### src/rtl/mips_pkg.sv
// Shared encodings for the pipeline advance controller.
// Latency: n/a (types and helpers only).
// Backpressure: n/a.
package mips_pkg;

  // Operator-selected advance mode, as presented on the mode switches.
  typedef enum logic [1:0] {
    MODE_STEP      = 2'b00,
    MODE_RUN       = 2'b01,
    MODE_BURST     = 2'b10,
    MODE_RUN_TO_BP = 2'b11
  } mode_e;

  typedef enum logic [1:0] {
    ST_IDLE  = 2'b00,
    ST_RUN   = 2'b01,
    ST_BURST = 2'b10,
    ST_HALT  = 2'b11
  } state_e;

  // Breakpoint slot index width (up to 8 slots).
  localparam int BP_IDX_W = 3;

  // RUN and RUN_TO_BP keep the core free-running; STEP and BURST are
  // request-driven and force the controller back to IDLE.
  function automatic logic is_free_mode(mode_e m);
    return (m == MODE_RUN) || (m == MODE_RUN_TO_BP);
  endfunction

endpackage

### src/rtl/pipe_step_ctrl_rate_tick.sv
// Rate prescaler: one-clock tick every rate_div+1 clocks while not held.
// Latency: tick is combinational from the count; first tick rate_div clocks after hold drops.
// Backpressure: none; hold forces the count to 0 and suppresses tick.
//
// Ports:
//   clock, reset   system clock, async active-low reset
//   hold           1 = clear and freeze the prescaler
//   rate_div       terminal count (period = rate_div+1 clocks)
//   tick           1 on the clock the count reaches rate_div
module rate_tick #(
  parameter int DIV_W = 26
) (
  input  logic             clock,
  input  logic             reset,
  input  logic             hold,
  input  logic [DIV_W-1:0] rate_div,
  output logic             tick
);

  logic [DIV_W-1:0] cnt_q, cnt_d;

  // '>=' rather than '==' so that lowering rate_div below the current
  // count reloads immediately instead of running the counter around.
  always_comb begin
    tick  = ~hold && (cnt_q >= rate_div);
    cnt_d = (hold || tick) ? '0 : cnt_q + DIV_W'(1);
  end

  always_ff @(posedge clock or negedge reset) begin
    if (!reset) cnt_q <= '0;
    else        cnt_q <= cnt_d;
  end

endmodule

### src/rtl/pipe_step_ctrl.sv
// Pipeline advance controller: one-clock adv enable for step / run / burst / run-to-breakpoint.
// Latency: adv is registered, one clock after the deciding request or prescaler tick.
// Backpressure: halt_req forces HALT and masks adv in the same clock; no other stalls.
//
// Ports:
//   clock, reset        system clock, async active-low reset
//   mode                00 STEP, 01 RUN, 10 BURST, 11 RUN_TO_BP
//   step_req            debounced key level, rising edge = one request
//   halt_req            level, holds the controller in HALT
//   rate_div            adv period in free-run / burst = rate_div+1 clocks
//   burst_len           advances per BURST request (0 behaves as 1)
//   pc                  current PC, compared against breakpoints
//   bp_addr, bp_en      breakpoint slots, slot i at [i*PC_W +: PC_W]
//   adv                 one-clock advance enable for the datapath
//   running             1 in RUN or BURST
//   bp_hit, bp_idx      sticky breakpoint halt flag and lowest matching slot
//   cycle_cnt           number of adv pulses, wrapping
module pipe_step_ctrl
  import mips_pkg::*;
#(
  parameter int PC_W   = 16,
  parameter int CNT_W  = 16,
  parameter int DIV_W  = 26,
  parameter int NUM_BP = 4
) (
  input  logic                   clock,
  input  logic                   reset,
  input  logic [1:0]             mode,
  input  logic                   step_req,
  input  logic                   halt_req,
  input  logic [DIV_W-1:0]       rate_div,
  input  logic [CNT_W-1:0]       burst_len,
  input  logic [PC_W-1:0]        pc,
  input  logic [NUM_BP*PC_W-1:0] bp_addr,
  input  logic [NUM_BP-1:0]      bp_en,
  output logic                   adv,
  output logic                   running,
  output logic                   bp_hit,
  output logic [BP_IDX_W-1:0]    bp_idx,
  output logic [CNT_W-1:0]       cycle_cnt
);

  state_e              state_q, state_d;
  logic                adv_q, adv_d;
  logic                step_q;
  logic [CNT_W-1:0]    rem_q, rem_d;
  logic                bp_hit_q, bp_hit_d;
  logic [BP_IDX_W-1:0] bp_idx_q, bp_idx_d;
  logic [CNT_W-1:0]    adv_cnt_q;

  mode_e               mode_m;
  logic                req;
  logic                tick;
  logic                hold;
  logic [NUM_BP-1:0]   bp_match;
  logic                bp_any;
  logic [BP_IDX_W-1:0] bp_first;

  assign mode_m = mode_e'(mode);
  assign req    = step_req & ~step_q;

  // Prescaler restarts from 0 on every entry into RUN/BURST.
  assign hold = (state_q == ST_IDLE) || (state_q == ST_HALT);

  rate_tick #(.DIV_W(DIV_W)) u_rate_tick (
    .clock    (clock),
    .reset    (reset),
    .hold     (hold),
    .rate_div (rate_div),
    .tick     (tick)
  );

  for (genvar i = 0; i < NUM_BP; i++) begin : g_bp
    assign bp_match[i] = bp_en[i] && (pc == bp_addr[i*PC_W +: PC_W]);
  end

  assign bp_any = |bp_match;

  // Scan high to low so the lowest matching slot wins.
  always_comb begin
    bp_first = '0;
    for (int i = NUM_BP - 1; i >= 0; i--) begin
      if (bp_match[i]) bp_first = BP_IDX_W'(i);
    end
  end

  always_comb begin
    state_d  = state_q;
    adv_d    = 1'b0;
    rem_d    = rem_q;
    bp_hit_d = bp_hit_q;
    bp_idx_d = bp_idx_q;

    if (halt_req) begin
      state_d = ST_HALT;
    end else begin
      unique case (state_q)
        ST_IDLE: begin
          if (req) bp_hit_d = 1'b0;
          unique case (mode_m)
            MODE_STEP:      adv_d = req;
            MODE_RUN:       state_d = ST_RUN;
            MODE_BURST: begin
              if (req) begin
                state_d = ST_BURST;
                rem_d   = (burst_len == '0) ? CNT_W'(1) : burst_len;
              end
            end
            MODE_RUN_TO_BP: if (req) state_d = ST_RUN;
            default: ;
          endcase
        end

        ST_RUN: begin
          if (!is_free_mode(mode_m)) begin
            state_d = ST_IDLE;
          end else if (tick) begin
            // While adv_q is high the PC has not yet moved past the value it
            // shows, which was already cleared (or is being stepped off), so
            // the compare is ignored on that clock.
            if ((mode_m == MODE_RUN_TO_BP) && bp_any && !adv_q) begin
              state_d  = ST_HALT;
              bp_hit_d = 1'b1;
              bp_idx_d = bp_first;
            end else begin
              adv_d = 1'b1;
            end
          end
        end

        ST_BURST: begin
          if (mode_m != MODE_BURST) begin
            state_d = ST_IDLE;
          end else if (tick) begin
            adv_d = 1'b1;
            rem_d = rem_q - CNT_W'(1);
            if (rem_q <= CNT_W'(1)) state_d = ST_IDLE;
          end
        end

        ST_HALT: begin
          if (!is_free_mode(mode_m)) begin
            state_d = ST_IDLE;
          end else if (req) begin
            // Step off the breakpoint with a single advance, then free-run.
            bp_hit_d = 1'b0;
            adv_d    = 1'b1;
            state_d  = ST_RUN;
          end
        end

        default: state_d = ST_IDLE;
      endcase
    end
  end

  always_ff @(posedge clock or negedge reset) begin
    if (!reset) begin
      state_q   <= ST_IDLE;
      adv_q     <= 1'b0;
      step_q    <= 1'b0;
      rem_q     <= '0;
      bp_hit_q  <= 1'b0;
      bp_idx_q  <= '0;
      adv_cnt_q <= '0;
    end else begin
      state_q   <= state_d;
      adv_q     <= adv_d;
      step_q    <= step_req;
      rem_q     <= rem_d;
      bp_hit_q  <= bp_hit_d;
      bp_idx_q  <= bp_idx_d;
      adv_cnt_q <= adv_cnt_q + CNT_W'(adv);
    end
  end

  // halt_req masks an already-registered advance in the clock it arrives.
  assign adv       = adv_q & ~halt_req;
  assign running   = (state_q == ST_RUN) || (state_q == ST_BURST);
  assign bp_hit    = bp_hit_q;
  assign bp_idx    = bp_idx_q;
  assign cycle_cnt = adv_cnt_q;

endmodule

### config.mk
export PLATFORM = sky130hd
export DESIGN_NAME = pipe_step_ctrl
export DESIGN_NICKNAME = d
export VERILOG_FILES = /design/src/rtl/mips_pkg.sv /design/src/rtl/pipe_step_ctrl_rate_tick.sv /design/src/rtl/pipe_step_ctrl.sv
export SDC_FILE = /design/constraint.sdc
export NUM_CORES = 1
export LEC_CHECK = 0
export ABC_CLOCK_PERIOD_IN_PS = 3800
export BUFFER_PORTS_ARGS = -buffer_cell sky130_fd_sc_hd__buf_2
export CAP_MARGIN = 20
export CORE_ASPECT_RATIO = 0.7
export CORE_MARGIN = 8
export CORE_UTILIZATION = 30
export DETAILED_ROUTE_END_ITERATION = 10
export SETUP_SLACK_MARGIN = 0.2
export SYNTH_ARGS = -nofsm -noshare
export SYNTH_HDL_FRONTEND = slang
export SYNTH_SLANG_ARGS = --single-unit
### constraint.sdc
create_clock -name clock -period 3.8 [get_ports clock]
set_input_delay 0.38 -clock clock [delete_from_list [all_inputs] [get_ports clock]]
set_output_delay 0.38 -clock clock [all_outputs]
set_load 0.01 [all_outputs]
==> metrics.md <==
| Metric | Value |
|---|---|
| Run status | complete, no violations |
| Proportion of synthesized flip-flops having asynchronous set or reset | 100.0% |
| Setup repair after global routing missed its margin | false |
| Synth area leader | sky130_fd_sc_hd__dfrtp_1 |
| DRT Wirelength | 13.50 mm |
| Switch share | 35.30% |
| Post-synth EDFFs | 0 |
| Post-route setup TNS | 0 ns |
| VDD IR max | 196.0 uV |
| Register-to-register setup slack | 0.92 ns |
| Post-DRT Antenna Nets | 0 |
| Max-Slew Margin vs Limit | 47.75% |
| Final weighted congestion in routability-driven placement | 0.8016 |
| Fraction of layout instances using a drive strength above 1 | 24.59% |
| Required time at the worst-slack endpoint | 4.02 ns |
| Synthesized area divided by synthesized cell count | 8.584 um^2 |
| Post-layout utilization of the core | 38.99% |
| # placed instances | 943 |
| Vias/cell | 4.640 |
| # DRC | 0 |
| Class of the most critical setup path | reg -> reg |
| Largest net degree at the start of global routing | 44 |
| DRT Pass-1 Iters | 4 |
| Count of instances resized after the clock tree is built | 0 |
| Clock sink total | 65 |
| Power share of the combinational group | 32.1% |
| Fin crit share | 75.74% |
| Clock Path Buffers | 2 |
| Crit path time final | 2.878 ns |
| Number of library cell types mapped by synthesis | 51 |
| Clock-pin slew on the worst setup and hold paths | 0.06 ns |
| Biggest area contributors in the synthesized netlist | sky130_fd_sc_hd__dfrtp_1 33%, sky130_fd_sc_hd__xor2_1 10%, sky130_fd_sc_hd__ha_1 8.9% |
| Count of pins on the block boundary | 154 |
| Count of buffers added by post-CTS timing repair for setup | 0 |
| Via count of the first global-routing pass | 4352 |
| Cell chosen for the clock root | sky130_fd_sc_hd__clkbuf_16 |
| Most frequent cell after synthesis | sky130_fd_sc_hd__dfrtp_1 |
| Flip-flop and latch area | 1627 um^2 |
| Power Density | 424.7 nW/um^2 |
| Critical path peak fanout | 34 |
| Final number of hold-violating endpoints | 0 |
| Overflow after GRT | 0 |
| Chip Height | 123.3 um |
| Antenna diode count | 0 |
| Cell count after synthesis | 575 |
| Static Leak | 3.079 nW |
| Die area | 20880 um^2 |
| Post-synth top cells | 65 x sky130_fd_sc_hd__dfrtp_1, 59 x sky130_fd_sc_hd__nor2_1, 59 x sky130_fd_sc_hd__xor2_1 |
| Placeable core area | 16200 um^2 |
| Initial Utilization | 30.47% |
| Start point of the worst hold path | step_req |
| Cells on Worst Hold Path | 1 |
| Detail-routed net length per standard cell | 14.05 um |
| Global routing usage on met3 | 4.179% |
| Die X | 169.3 um |
| CP endpoint kind | flip-flop |
| Worst Skew | 0.009746 ns |
| Hold Path Sink | step_q$_DFF_PN0_ |
| Startpoint type of the worst setup path | flip-flop |
| Hold crit path type | in -> reg |
| DRT iter0 DRCs | 262 |
| Syn-to-layout area delta | 27.98% |
| CTS tree | built |
| Startpoint of the worst register-to-register path | u_rate_tick.cnt_q[7]$_DFF_PN0_ |
| Data arrival, critical path | 3.09 ns |
| Total number of nets in the final design | 898 |
| Global-route wire length before repair | 21.76 mm |
| Overall Power | 0.002683 W |
| Clock latency of the later-clocked register in the worst-skew pair | 0.33 ns |
| Multi-input gate area in the final layout | 3090 um^2 |
| Transition at the pin with the smallest max-transition slack | 0.7639 ns |
| Maximum clock rate | 0.3474 GHz |
| Via total after detailed routing | 4459 |
| Routing usage on met1 | 17.43% |
| Sequential fraction of the synthesis area | 32.95% |
| Highest-utilization routing layer at the global route stage | met2 |
| FILL cells | 1720 |
| Number of antenna violations at the first check in global routing | 0 |
| Count of endpoints failing setup in the final report | 0 |
| FF-to-FF path depth | 9 |
| Endpoint of the worst register-to-register path | rem_q[0]$_DFFE_PN0P_ |
| Met2 GRT Util | 19.30% |
| Mapped cell area | 4936 um^2 |
| Net count of the mapped netlist | 742 |
| Part of the total power dissipated in sequential elements | 34.8% |
| Share of the synthesized area in the top cell type | 32.95% |
| Number of storage elements in the synthesis netlist | 65 |
| Non-filler instance count after layout | 961 |
| Number of buffers created by CTS | 9 |
| Number of warnings reported in the yosys synthesis log | 0 |
| Fin. max-slew vios | 0 |
| GRT Total Usage | 12.86% |
| Cell Rows | 39 |
| Max-cap viol count | 0 |
| Switching component of the power | 0.0009473 W |
| H-Tree Depth | 3 |
| Port bufs | 152 |
| DP Wirelength | 10.93 mm |
| Clock group share of total power | 33.1% |
| Post-synth top flop | sky130_fd_sc_hd__dfrtp_1 |
| P_int | 0.001736 W |
-- kinds of logic after synthesis --
group / Yosys count / share of synthesized area (%)
adders and majority gates: 35 / 8.872
muxes: 6 / 1.420
AOI/OAI and AO/OA: 95 / 12.80
xor gates and xnor gates: 99 / 17.57
other: 1 / 0.07597
and+or+nand+nor: 215 / 21.72
buffers and inverters: 59 / 4.588
DFF: 65 / 32.95
-- area by class of cell --
| type | count | area share (%) |
|---|---|---|
| well taps | 225 | 4.456 |
| clock inverters | 6 | 1.466 |
| flip-flops and latches | 65 | 25.75 |
| multi-input cells | 451 | 48.92 |
| repair buffers | 159 | 13.11 |
| inverters | 45 | 2.674 |
| clock buffers | 10 | 3.624 |
-- metrics by stage --
step | hold slack [ns] | worst slack [ns] | instance area (um^2)
after CTS | 0.1719 | 0.8719 | 6287
after detailed placement | 0.4592 | 0.8101 | 5966
after global routing | 0.1808 | 0.6667 | 6317
final | 0.1900 | 0.9217 | 6317
after global placement | 0.4572 | 0.8511 | 5966
after floorplan | 0.08441 | 1.204 | 4936
-- flip-flops by register name, summed over array words and instances (netlist names) --
signal / count
u_rate_tick.cnt_q: 26
cycle_cnt: 16
rem_q: 16
bp_idx: 2
state_q: 2
adv_q: 1
bp_hit: 1
step_q: 1
-- placed cells by master, fill, tap and decap left out, drive strengths merged, types with 5 or more instances in the layout --
cell type / count
nor2: 59
xor2: 59
xnor2: 40
nand2b: 7
buf: 158
nand4: 15
inv: 45
nand3: 15
and3: 9
a21oi: 28
dfrtp: 65
o22a: 13
nor4: 21
clkbuf: 10
o21ai: 15
a31oi: 9
ha: 35
a41oi: 5
nand2: 51
nor3: 19
or3: 5
-- metal layers --
metal	up-vias	share of wire, %
met2	112	43
met4	0	1.2
met3	12	6.5
li1	2317	-
met1	2018	50
met5	-	0
-- worst max-delay path, cell delays in order (launching register included) --
cell and delay [ns]:
sky130_fd_sc_hd__dfrtp_1 0.42, sky130_fd_sc_hd__ha_1 0.31, sky130_fd_sc_hd__a211oi_1 0.27, sky130_fd_sc_hd__nor2_1 0.08, sky130_fd_sc_hd__a2111oi_0 0.45, sky130_fd_sc_hd__o2111ai_1 0.27
sky130_fd_sc_hd__a41oi_2 0.25, sky130_fd_sc_hd__buf_4 0.35, sky130_fd_sc_hd__nor3b_1 0.10, sky130_fd_sc_hd__a211o_1 0.27
-- repair_timing --
item,CTS,global route
setup endpoints to repair,0,0
hold buffers,0,1
endpoints found under the hold margin,0,7
-- power by group through the flow --
stage	sequential, W	combinational [W]	clock, W
after floorplan	0.000915	0.000583	0
after global routing	0.000957	0.000972	0.000942
after global placement	0.000939	0.000861	0
final	0.000934	0.000860	0.000889
after detailed placement	0.000940	0.000865	0
after CTS	0.000931	0.000867	0.000924
-- worst max path at each step --
| stage | endpoint | startpoint | depth (start not counted) |
|---|---|---|---|
| 2_1_floorplan | rem_q[3]$_DFFE_PN0P_ | rate_div[7] | 10 |
| 4_1_cts | rem_q[0]$_DFFE_PN0P_ | u_rate_tick.cnt_q[7]$_DFF_PN0_ | 9 |
| 3_3_place_gp | rem_q[0]$_DFFE_PN0P_ | rate_div[7] | 11 |
| 3_5_place_dp | rem_q[0]$_DFFE_PN0P_ | rate_div[7] | 11 |
| 5_1_grt | rem_q[15]$_DFFE_PN0P_ | u_rate_tick.cnt_q[5]$_DFF_PN0_ | 10 |
| 6_report | rem_q[0]$_DFFE_PN0P_ | u_rate_tick.cnt_q[7]$_DFF_PN0_ | 9 |
(Power assumes the default switching activity.)
